==> src/rtl/oc8051_cxrom_pkg.sv <==
// Shared constants and B burst state encoding for the oc8051 code-ROM arbiter.
package oc8051_cxrom_pkg;
    localparam int CXROM_ADDR_W = 16;
    localparam int CXROM_DATA_W = 32;
    localparam int CXROM_LEN_W  = 8;
    localparam int CXROM_MAX_AS = 4;

    typedef enum logic {
        B_IDLE = 1'b0,
        B_RUN  = 1'b1
    } b_state_e;
endpackage

==> src/rtl/oc8051_cxrom_burst.sv <==
// Hash-engine burst reader: FSM, address/length counters and the
// backpressured output register.
module oc8051_cxrom_burst
    import oc8051_cxrom_pkg::*;
#(
    parameter int ADDR_W = CXROM_ADDR_W,
    parameter int DATA_W = CXROM_DATA_W,
    parameter int LEN_W  = CXROM_LEN_W
) (
    input  logic              clk,
    input  logic              rst,
    input  logic              b_start,
    input  logic [ADDR_W-1:0] b_addr,
    input  logic [LEN_W-1:0]  b_len,
    input  logic              b_ready,
    input  logic              win,
    input  logic [DATA_W-1:0] rom_data,
    output logic              eligible,
    output logic [ADDR_W-1:0] cur_addr,
    output logic              b_busy,
    output logic              b_valid,
    output logic [DATA_W-1:0] b_data,
    output logic              b_done
);
    b_state_e          state_q, state_d;
    logic [ADDR_W-1:0] cur_q, cur_d;
    logic [LEN_W-1:0]  rem_q, rem_d;
    logic              valid_q, valid_d;
    logic [DATA_W-1:0] data_q, data_d;
    logic              done_q, done_d;
    logic              room;
    logic              fin;

    assign room     = !valid_q || b_ready;
    assign eligible = (state_q == B_RUN) && (rem_q != '0) && room;
    // Completion is reported in the cycle the last word leaves.
    assign fin      = (state_q == B_RUN) && (rem_q == '0) && room;

    always_comb begin
        state_d = state_q;
        cur_d   = cur_q;
        rem_d   = rem_q;
        valid_d = valid_q;
        data_d  = data_q;
        done_d  = 1'b0;
        unique case (state_q)
            B_IDLE: begin
                if (b_start) begin
                    if (b_len != '0) begin
                        state_d = B_RUN;
                        cur_d   = b_addr;
                        rem_d   = b_len;
                    end else begin
                        done_d = 1'b1;
                    end
                end
            end
            B_RUN: begin
                if (win) begin
                    data_d  = rom_data;
                    valid_d = 1'b1;
                    cur_d   = cur_q + ADDR_W'(1);
                    rem_d   = rem_q - LEN_W'(1);
                end else if (valid_q && b_ready) begin
                    valid_d = 1'b0;
                end
                if (fin) begin
                    state_d = B_IDLE;
                end
            end
            default: state_d = B_IDLE;
        endcase
    end

    always_ff @(posedge clk or negedge rst) begin
        if (!rst) begin
            state_q <= B_IDLE;
            cur_q   <= '0;
            rem_q   <= '0;
            valid_q <= 1'b0;
            data_q  <= '0;
            done_q  <= 1'b0;
        end else begin
            state_q <= state_d;
            cur_q   <= cur_d;
            rem_q   <= rem_d;
            valid_q <= valid_d;
            data_q  <= data_d;
            done_q  <= done_d;
        end
    end

    assign cur_addr = cur_q;
    assign b_busy   = (state_q == B_RUN);
    assign b_valid  = valid_q;
    assign b_data   = data_q;
    assign b_done   = done_q || fin;
endmodule

==> src/rtl/oc8051_cxrom_arb.sv <==
// Code-ROM arbiter: priority single-word fetch port A, burst port B with
// a bounded A streak so B cannot starve.
module oc8051_cxrom_arb
    import oc8051_cxrom_pkg::*;
#(
    parameter int ADDR_W       = CXROM_ADDR_W,
    parameter int DATA_W       = CXROM_DATA_W,
    parameter int LEN_W        = CXROM_LEN_W,
    parameter int MAX_A_STREAK = CXROM_MAX_AS
) (
    input  logic              clk,
    input  logic              rst,
    input  logic              a_req,
    input  logic [ADDR_W-1:0] a_addr,
    output logic              a_gnt,
    output logic              a_valid,
    output logic [DATA_W-1:0] a_data,
    input  logic              b_start,
    input  logic [ADDR_W-1:0] b_addr,
    input  logic [LEN_W-1:0]  b_len,
    output logic              b_busy,
    output logic              b_valid,
    input  logic              b_ready,
    output logic [DATA_W-1:0] b_data,
    output logic              b_done,
    output logic [ADDR_W-1:0] rom_addr,
    input  logic [DATA_W-1:0] rom_data
);
    localparam int SW = $clog2(MAX_A_STREAK + 1);

    logic              b_elig;
    logic              b_win;
    logic [ADDR_W-1:0] b_cur;
    logic [SW-1:0]     streak_q, streak_d;
    logic              a_valid_q;
    logic [DATA_W-1:0] a_data_q;

    oc8051_cxrom_burst #(
        .ADDR_W (ADDR_W),
        .DATA_W (DATA_W),
        .LEN_W  (LEN_W)
    ) u_burst (
        .clk      (clk),
        .rst      (rst),
        .b_start  (b_start),
        .b_addr   (b_addr),
        .b_len    (b_len),
        .b_ready  (b_ready),
        .win      (b_win),
        .rom_data (rom_data),
        .eligible (b_elig),
        .cur_addr (b_cur),
        .b_busy   (b_busy),
        .b_valid  (b_valid),
        .b_data   (b_data),
        .b_done   (b_done)
    );

    assign b_win    = rst && b_elig &&
                      (!a_req || streak_q == SW'(MAX_A_STREAK));
    assign a_gnt    = rst && a_req && !b_win;
    assign rom_addr = !rst ? '0 : (b_win ? b_cur : a_addr);

    always_comb begin
        streak_d = streak_q;
        if (!b_elig || b_win) begin
            streak_d = '0;
        end else if (a_gnt && streak_q != SW'(MAX_A_STREAK)) begin
            streak_d = streak_q + SW'(1);
        end
    end

    always_ff @(posedge clk or negedge rst) begin
        if (!rst) begin
            streak_q  <= '0;
            a_valid_q <= 1'b0;
            a_data_q  <= '0;
        end else begin
            streak_q  <= streak_d;
            a_valid_q <= a_gnt;
            if (a_gnt) begin
                a_data_q <= rom_data;
            end
        end
    end

    assign a_valid = a_valid_q;
    assign a_data  = a_data_q;
endmodule

==> config.mk <==
export PLATFORM = sky130hd
export DESIGN_NAME = oc8051_cxrom_arb
export DESIGN_NICKNAME = d
export VERILOG_FILES = /design/src/rtl/oc8051_cxrom_pkg.sv /design/src/rtl/oc8051_cxrom_burst.sv /design/src/rtl/oc8051_cxrom_arb.sv
export SDC_FILE = /design/constraint.sdc
export NUM_CORES = 1
export LEC_CHECK = 0
export ABC_CLOCK_PERIOD_IN_PS = 2300
export CAP_MARGIN = 20
export CORE_ASPECT_RATIO = 1.1
export CORE_MARGIN = 3
export CORE_UTILIZATION = 37
export CTS_CLUSTER_DIAMETER = 40
export DETAILED_ROUTE_END_ITERATION = 6
export DONT_BUFFER_PORTS = 1
export SYNTH_ARGS = -nofsm -noshare
export SYNTH_HDL_FRONTEND = slang
export SYNTH_SLANG_ARGS = --single-unit
export TNS_END_PERCENT = 50
==> constraint.sdc <==
create_clock -name clk -period 2.3 [get_ports clk]
set_clock_uncertainty 0.15 [all_clocks]
set_input_delay 0.115 -clock clk [delete_from_list [all_inputs] [get_ports clk]]
set_output_delay 0.115 -clock clk [all_outputs]
set_load 0.005 [all_outputs]
# ---- After elaboration in Yosys (flattened, before gate mapping)
# Cells that the tools add are included.
dict set report totals {
  wordCells 65
  inputBits 77
  out_inout_bits 85
  regBits 95
}
dict set report classes {
  n_bitwise 1
  n_eq_ne 5
  addsub 3
  reduce_logical 26
  muxes 21
}
# operator n
set ops {}
lappend ops {{two-way mux 16 bit} 5}
lappend ops {{one-hot mux 16 bit (2 select lines)} 1}
lappend ops {{two-way mux 8 bit} 3}
lappend ops {{adder 16 x 1 -> 16 bit (second input constant)} 1}
lappend ops {{one-hot mux 8 bit (2 select lines)} 1}
lappend ops {{nonzero test 8 bit} 2}
lappend ops {{logical AND 1 bit} 10}
lappend ops {{zero test 8 bit} 1}
lappend ops {{two-way mux 1 bit} 8}
lappend ops {{subtractor 8 x 1 -> 8 bit (second input constant)} 1}
lappend ops {{two-way mux 3 bit} 2}
lappend ops {{zero test 1 bit} 4}
lappend ops {{logical OR 1 bit} 4}
lappend ops {{inequality test 2 bit (second input constant)} 2}
lappend ops {{AND reduction 2 bit} 2}
lappend ops {{nonzero test 2 bit} 2}
lappend ops {{adder 3 x 1 -> 3 bit (second input constant)} 1}
lappend ops {{== test 3 bit (second input constant)} 1}
lappend ops {{inequality test 3 bit (second input constant)} 1}
lappend ops {{AND reduction 3 bit} 1}
lappend ops {{inequality test 2 x 1 -> 1 bit (second input constant)} 1}
lappend ops {{one-hot mux 1 bit (2 select lines)} 1}
lappend ops {{inverter 1 bit} 1}

# ---- Longest topological paths before layout
dict set report logic_depth {
  depth_word 10
  ltp_mapped 9
}

# ---- By module
# From an unflattened synthesis, not the netlist that was laid out.
dict set report hier_totals {
  hier_cells 475
  hier_area_um2 4733.3
}
# mod n_inst seq_area_each_um2 cells_each area_each_um2
set modules_own_cells {}
lappend modules_own_cells {oc8051_cxrom_burst 1 1476.4 333 2971.6}
lappend modules_own_cells {oc8051_cxrom_arb 1 900.9 142 1761.7}

# ---- Least setup slack after synthesis
# OpenSTA, ideal clock, no wires.
dict set report synth_path {
  path_kind {register -> register}
  startpoint {reg u_burst.rem_q[0]}
  endpoint {reg a_data_q[10], in the netlist a_data[10]}
  synth_period_minus_slack_ps 2285
  arrival_ps 2010
  required_time_ps 2025
  setup_slack_ps 15
  stages_incl_launch_ff 9
  path_cell_list {dfrtp_1 inv_1 ha_1 or4b_4 o211a_4 nand2_2 nand3_4 buf_6 mux2_4}
}
dict set report synth_via {
  elab_chain_cells 7
}
# element line_no
set synth_lines {}
lappend synth_lines {{start, declared} oc8051_cxrom_burst.sv:27} ;# logic [LEN_W-1:0] rem_q, rem_d;
lappend synth_lines {{start signal, assigned} oc8051_cxrom_burst.sv:86} ;# rem_q <= rem_d;
lappend synth_lines {{nonzero test 8 bit} oc8051_cxrom_burst.sv:35} ;# assign eligible = (state_q == B_RUN) && (rem_q != '0) && room;
lappend synth_lines {{logical AND 1 bit (2 in series)} oc8051_cxrom_burst.sv:35}
lappend synth_lines {{logical AND 1 bit (2 in series)} oc8051_cxrom_arb.sv:59} ;# assign b_win = rst && b_elig &&
lappend synth_lines {{zero test 1 bit} oc8051_cxrom_arb.sv:61} ;# assign a_gnt = rst && a_req && !b_win;
lappend synth_lines {{logical AND 1 bit} oc8051_cxrom_arb.sv:61}
lappend synth_lines {{end signal, assigned} oc8051_cxrom_arb.sv:82} ;# a_data_q <= rom_data;
lappend synth_lines {{end, declared} oc8051_cxrom_arb.sv:36} ;# logic [DATA_W-1:0] a_data_q;
# No other way between the ends.
# A chain may end at the register's enable or synchronous reset.

# ---- Worst setup path in the final report
dict set report layout_path {
  startpoint {reg u_burst.rem_q[0]}
  endpoint {reg a_data_q[27], in the netlist a_data[27]}
}
# The elaborated chain is that of the path after synthesis.

==> metrics <==
status=finished with violations; failing checks=hold timing, setup timing; Crit path max-delay family=simple AND/OR/NAND/NOR gates; Die Ht=around 120 microns; fin util=between 50 and 60%; Vias=3969; CTS tree=yes; Placeable Area=roughly 0.012 sq mm; CP arrival=~2.6 ns; dominant cell type by area after synthesis=dfrtp_1; gpl congestion=around 0.79; synthesized net count=~560; EDFF count, synth=0; remaining global-route overflow=0; multi-input logic area=between 0.002 and 0.0025 sq mm; Buf/Inv on CP=3; gr usage total=a little under a fifth; DRT iter0 DRCs=roughly 390; H-Tree Level Count=3; DRC Markers=0; Mapped Area=0.00460 sq mm; ANT cells=0; Synth Warn #=0; Num CTS Buffers=9; Worst Path Max Fanout=9; Clock Latency Late Sink=roughly 0.34 ns; root buf cell=clkbuf_16; Reg power frac=around 40%; kind of critical path=reg2reg; nets=between 600 and 700; CTS max path bufs=2; switching power=2.73 mW; non-filler cells, final=approximately 740; Internal Power=around 4.5 mW; CP Capture Type=flip-flop; Synth async-reset ratio=100%; post-DP HPWL=roughly 8.0 mm; Crit Reg-Reg Startpoint=u_burst.rem_q[0]$_DFFE_PN0P_; Die X=112 microns; Seq/Total Area, Yosys=51.7%; drt wl/cell=approximately 19 microns; crit path to=a_data[27]$_DFFE_PN0P_; critical path depth=9; peak supply drop=about 0.00054 V; crit path from=u_burst.rem_q[0]$_DFFE_PN0P_; Placement Rows=42; leakage=2.97 nW; TritonRoute pass-1 iters=4; FF+latch count, synth=95; worst-margin pin slew=between 0.6 and 0.7 ns; I/O Pins=about 160; Routed Antenna Nets=0; CTS Sinks=95; vias in the first global route=approximately 3900; Port Buf Inserts=0; Tcrit/Tclk final=107%; die area=0.0138 sq mm; Reg2Reg Capture Point=a_data[27]$_DFFE_PN0P_; fin. max-slew vios=0; largest net degree at the start of global routing=121; Hold WC Path Type=in2async; Worst Path Required=roughly 2.4 ns; Final Cell Area=roughly 0.0065 sq mm; Final WS setup=-0.170 ns; first-pass GRT wire length=roughly 20 mm; Max Cap Violations=0; Main synth FF type=dfrtp_1; RSZ-0062 raised after global routing=true; Area Overhead vs Synth=40.3%; Starting Density=roughly two fifths; Switching Share=37.9%; dpl cells=626; fmax=405 MHz; FF/Latch Area=~0.0024 sq mm; top cell type's share of synthesized area=between 50% and 60%; vias per cell=~5.4; Power per Cell Area=around 1100 mW/mm^2; Unique masters post-synth=50; Final Hold Vio Count=95; min Tclk post-route=approximately 2.5 ns; Mapped Cells=about 470; Register-to-Register Path Depth=9; most used cell, CP=buf_12; max incr delay on CP=approximately 0.49 ns; highest-delay cell along the critical path=or4b_4; Post-DP Area=slightly below 0.005 sq mm; FF-to-FF setup slack=-0.17 ns; Final setup viols=between 50 and 60; crit-path cells=inv_2 > ha_4 > or4b_4 > o211a_4 > nand2_8 > nand3_4 > buf_12 > buf_12 > mux2_4; Slew Limit Headroom=approximately three fifths; top cells by area, synth=dfrtp_1 (52%), nand2_1 (11%), mux2_4 (9.5%); Logic pwr share=approximately 40%; Routed WL=14.3 mm; share of layout cells above drive strength 1=27.8%; startpoint types=flip-flop; antenna violations before repair=0; CTS clk-pin slew, worst paths=around 0.070 ns; layout filler cell count=between 1000 and 1500; Min Hold Slack=-0.691 ns; Synth Area per Inst=a little under 10 sq um; Clk pwr share=approximately 20%
-- per-stage QoR --
step	hold WS, ns	total power, mW	setup WS [ns]	TNS, ns
after global placement	-0.328	4.89	-0.112	-0.132
after floorplan	-0.331	4.25	0.0151	0
after CTS	-0.707	6.87	-0.150	-4.44
after detailed placement	-0.328	4.97	-0.202	-0.927
after global routing	-0.711	7.69	-0.214	-10.37
final	-0.691	7.21	-0.170	-6.37
-- state kept, by name, summed over array words and instances (netlist names) --
signal / flops
a_valid: 1
u_burst.done_q: 1
u_burst.b_data: 32
u_burst.b_busy: 1
u_burst.rem_q: 8
streak_q: 3
a_data: 32
u_burst.cur_addr: 16
u_burst.b_valid: 1
-- cell families (layout without fill, tap and decap cells) --
kind of cell	count (synthesis)	in the layout	synth area share, %
simple gates	222	225	21.5
flops	95	95	51.7
compound gates	80	80	10.9
mux	35	35	10.9
buf+inv	35	141	3.51
fa+ha+maj	5	5	1.36
xor+xnor	1	1	0.190
-- worst reg2reg max path, cell delays in order, from the launching register on --
cell,delay (ns)
dfrtp_1,0.39
inv_2,0.08
ha_4,0.12
or4b_4,0.49
o211a_4,0.28
nand2_8,0.12
nand3_4,0.11
buf_12,0.17
buf_12,0.15
mux2_4,0.30
-- cells in the mapped netlist (all sizes together), types with 5 or more instances --
| cell | number |
|---|---|
| o22ai | 10 |
| o21ai | 26 |
| nand3 | 26 |
| nor3 | 7 |
| a21oi | 21 |
| nand2 | 140 |
| nor2 | 19 |
| buf | 9 |
| clkbuf | 17 |
| mux2 | 32 |
| inv | 9 |
| or2 | 5 |
| dfrtp | 95 |
| ha | 5 |
-- power by group through the flow --
| stage | logic, mW | clock network, mW | registers (mW) |
|---|---|---|---|
| 6_report | 2.85 | 1.46 | 2.90 |
| 2_1_floorplan | 1.52 | 0 | 2.73 |
| 3_5_place_dp | 2.08 | 0 | 2.90 |
| 5_1_grt | 3.14 | 1.57 | 2.98 |
| 3_3_place_gp | 2.01 | 0 | 2.89 |
| 4_1_cts | 2.51 | 1.49 | 2.88 |
-- worst min-delay path by stage --
stage	startpoint	endpoint	slack [ns]	depth (start not counted)
CTS	rst	a_data[19]$_DFFE_PN0P_	-0.71	0
floorplan	rst	a_data[0]$_DFFE_PN0P_	-0.33	0
global route	rst	a_data[10]$_DFFE_PN0P_	-0.71	0
finish	rst	a_data[6]$_DFFE_PN0P_	-0.69	0
global placement	rst	a_data[6]$_DFFE_PN0P_	-0.33	0
detailed placement	rst	a_data[6]$_DFFE_PN0P_	-0.33	0
-- layout make-up --
cell class | count | area share [%]
Sequential cell | 95 | 36.8
Tap cell | 154 | 2.99
Clock buffer | 9 | 3.49
Timing Repair Buffer | 116 | 18.7
Multi-Input combinational cell | 346 | 36.4
Clock inverter | 7 | 1.03
Inverter | 9 | 0.523
-- cells in the final DEF (no fill, tap or decap), types with 7 or more instances in the layout --
cell type,netlist,layout
a21oi_1,20,18
buf_4,0,33
buf_6,3,7
clkbuf_16,0,11
dfrtp_1,95,95
dlygate4sd3_1,0,65
mux2_4,29,29
nand2_1,139,126
nand2_2,1,13
nand3_1,25,11
nand3_2,0,10
nor2_1,19,18
o21ai_0,24,19
-- timing repair --
action / CTS / global route
gates resized for setup: 23 / 60
hold buffers: 64 / 1
gates cloned: 5 / 4
setup buffers: 5 / 16
endpoints found under the hold margin: 189 / 96
pin swaps: 17 / 26
endpoints found under the setup margin: 28 / 76
-- layer usage --
layer / share of wire (%) / vias to the layer above / track usage, %
met5: 0 / - / 0
met4: 1.8 / 0 / 5.33
met3: 7.2 / 18 / 5.09
met2: 50 / 187 / 32.6
met1: 41 / 1927 / 22.9
li1: - / 1837 / -
Note: power is estimated with default switching activity, not from simulation.
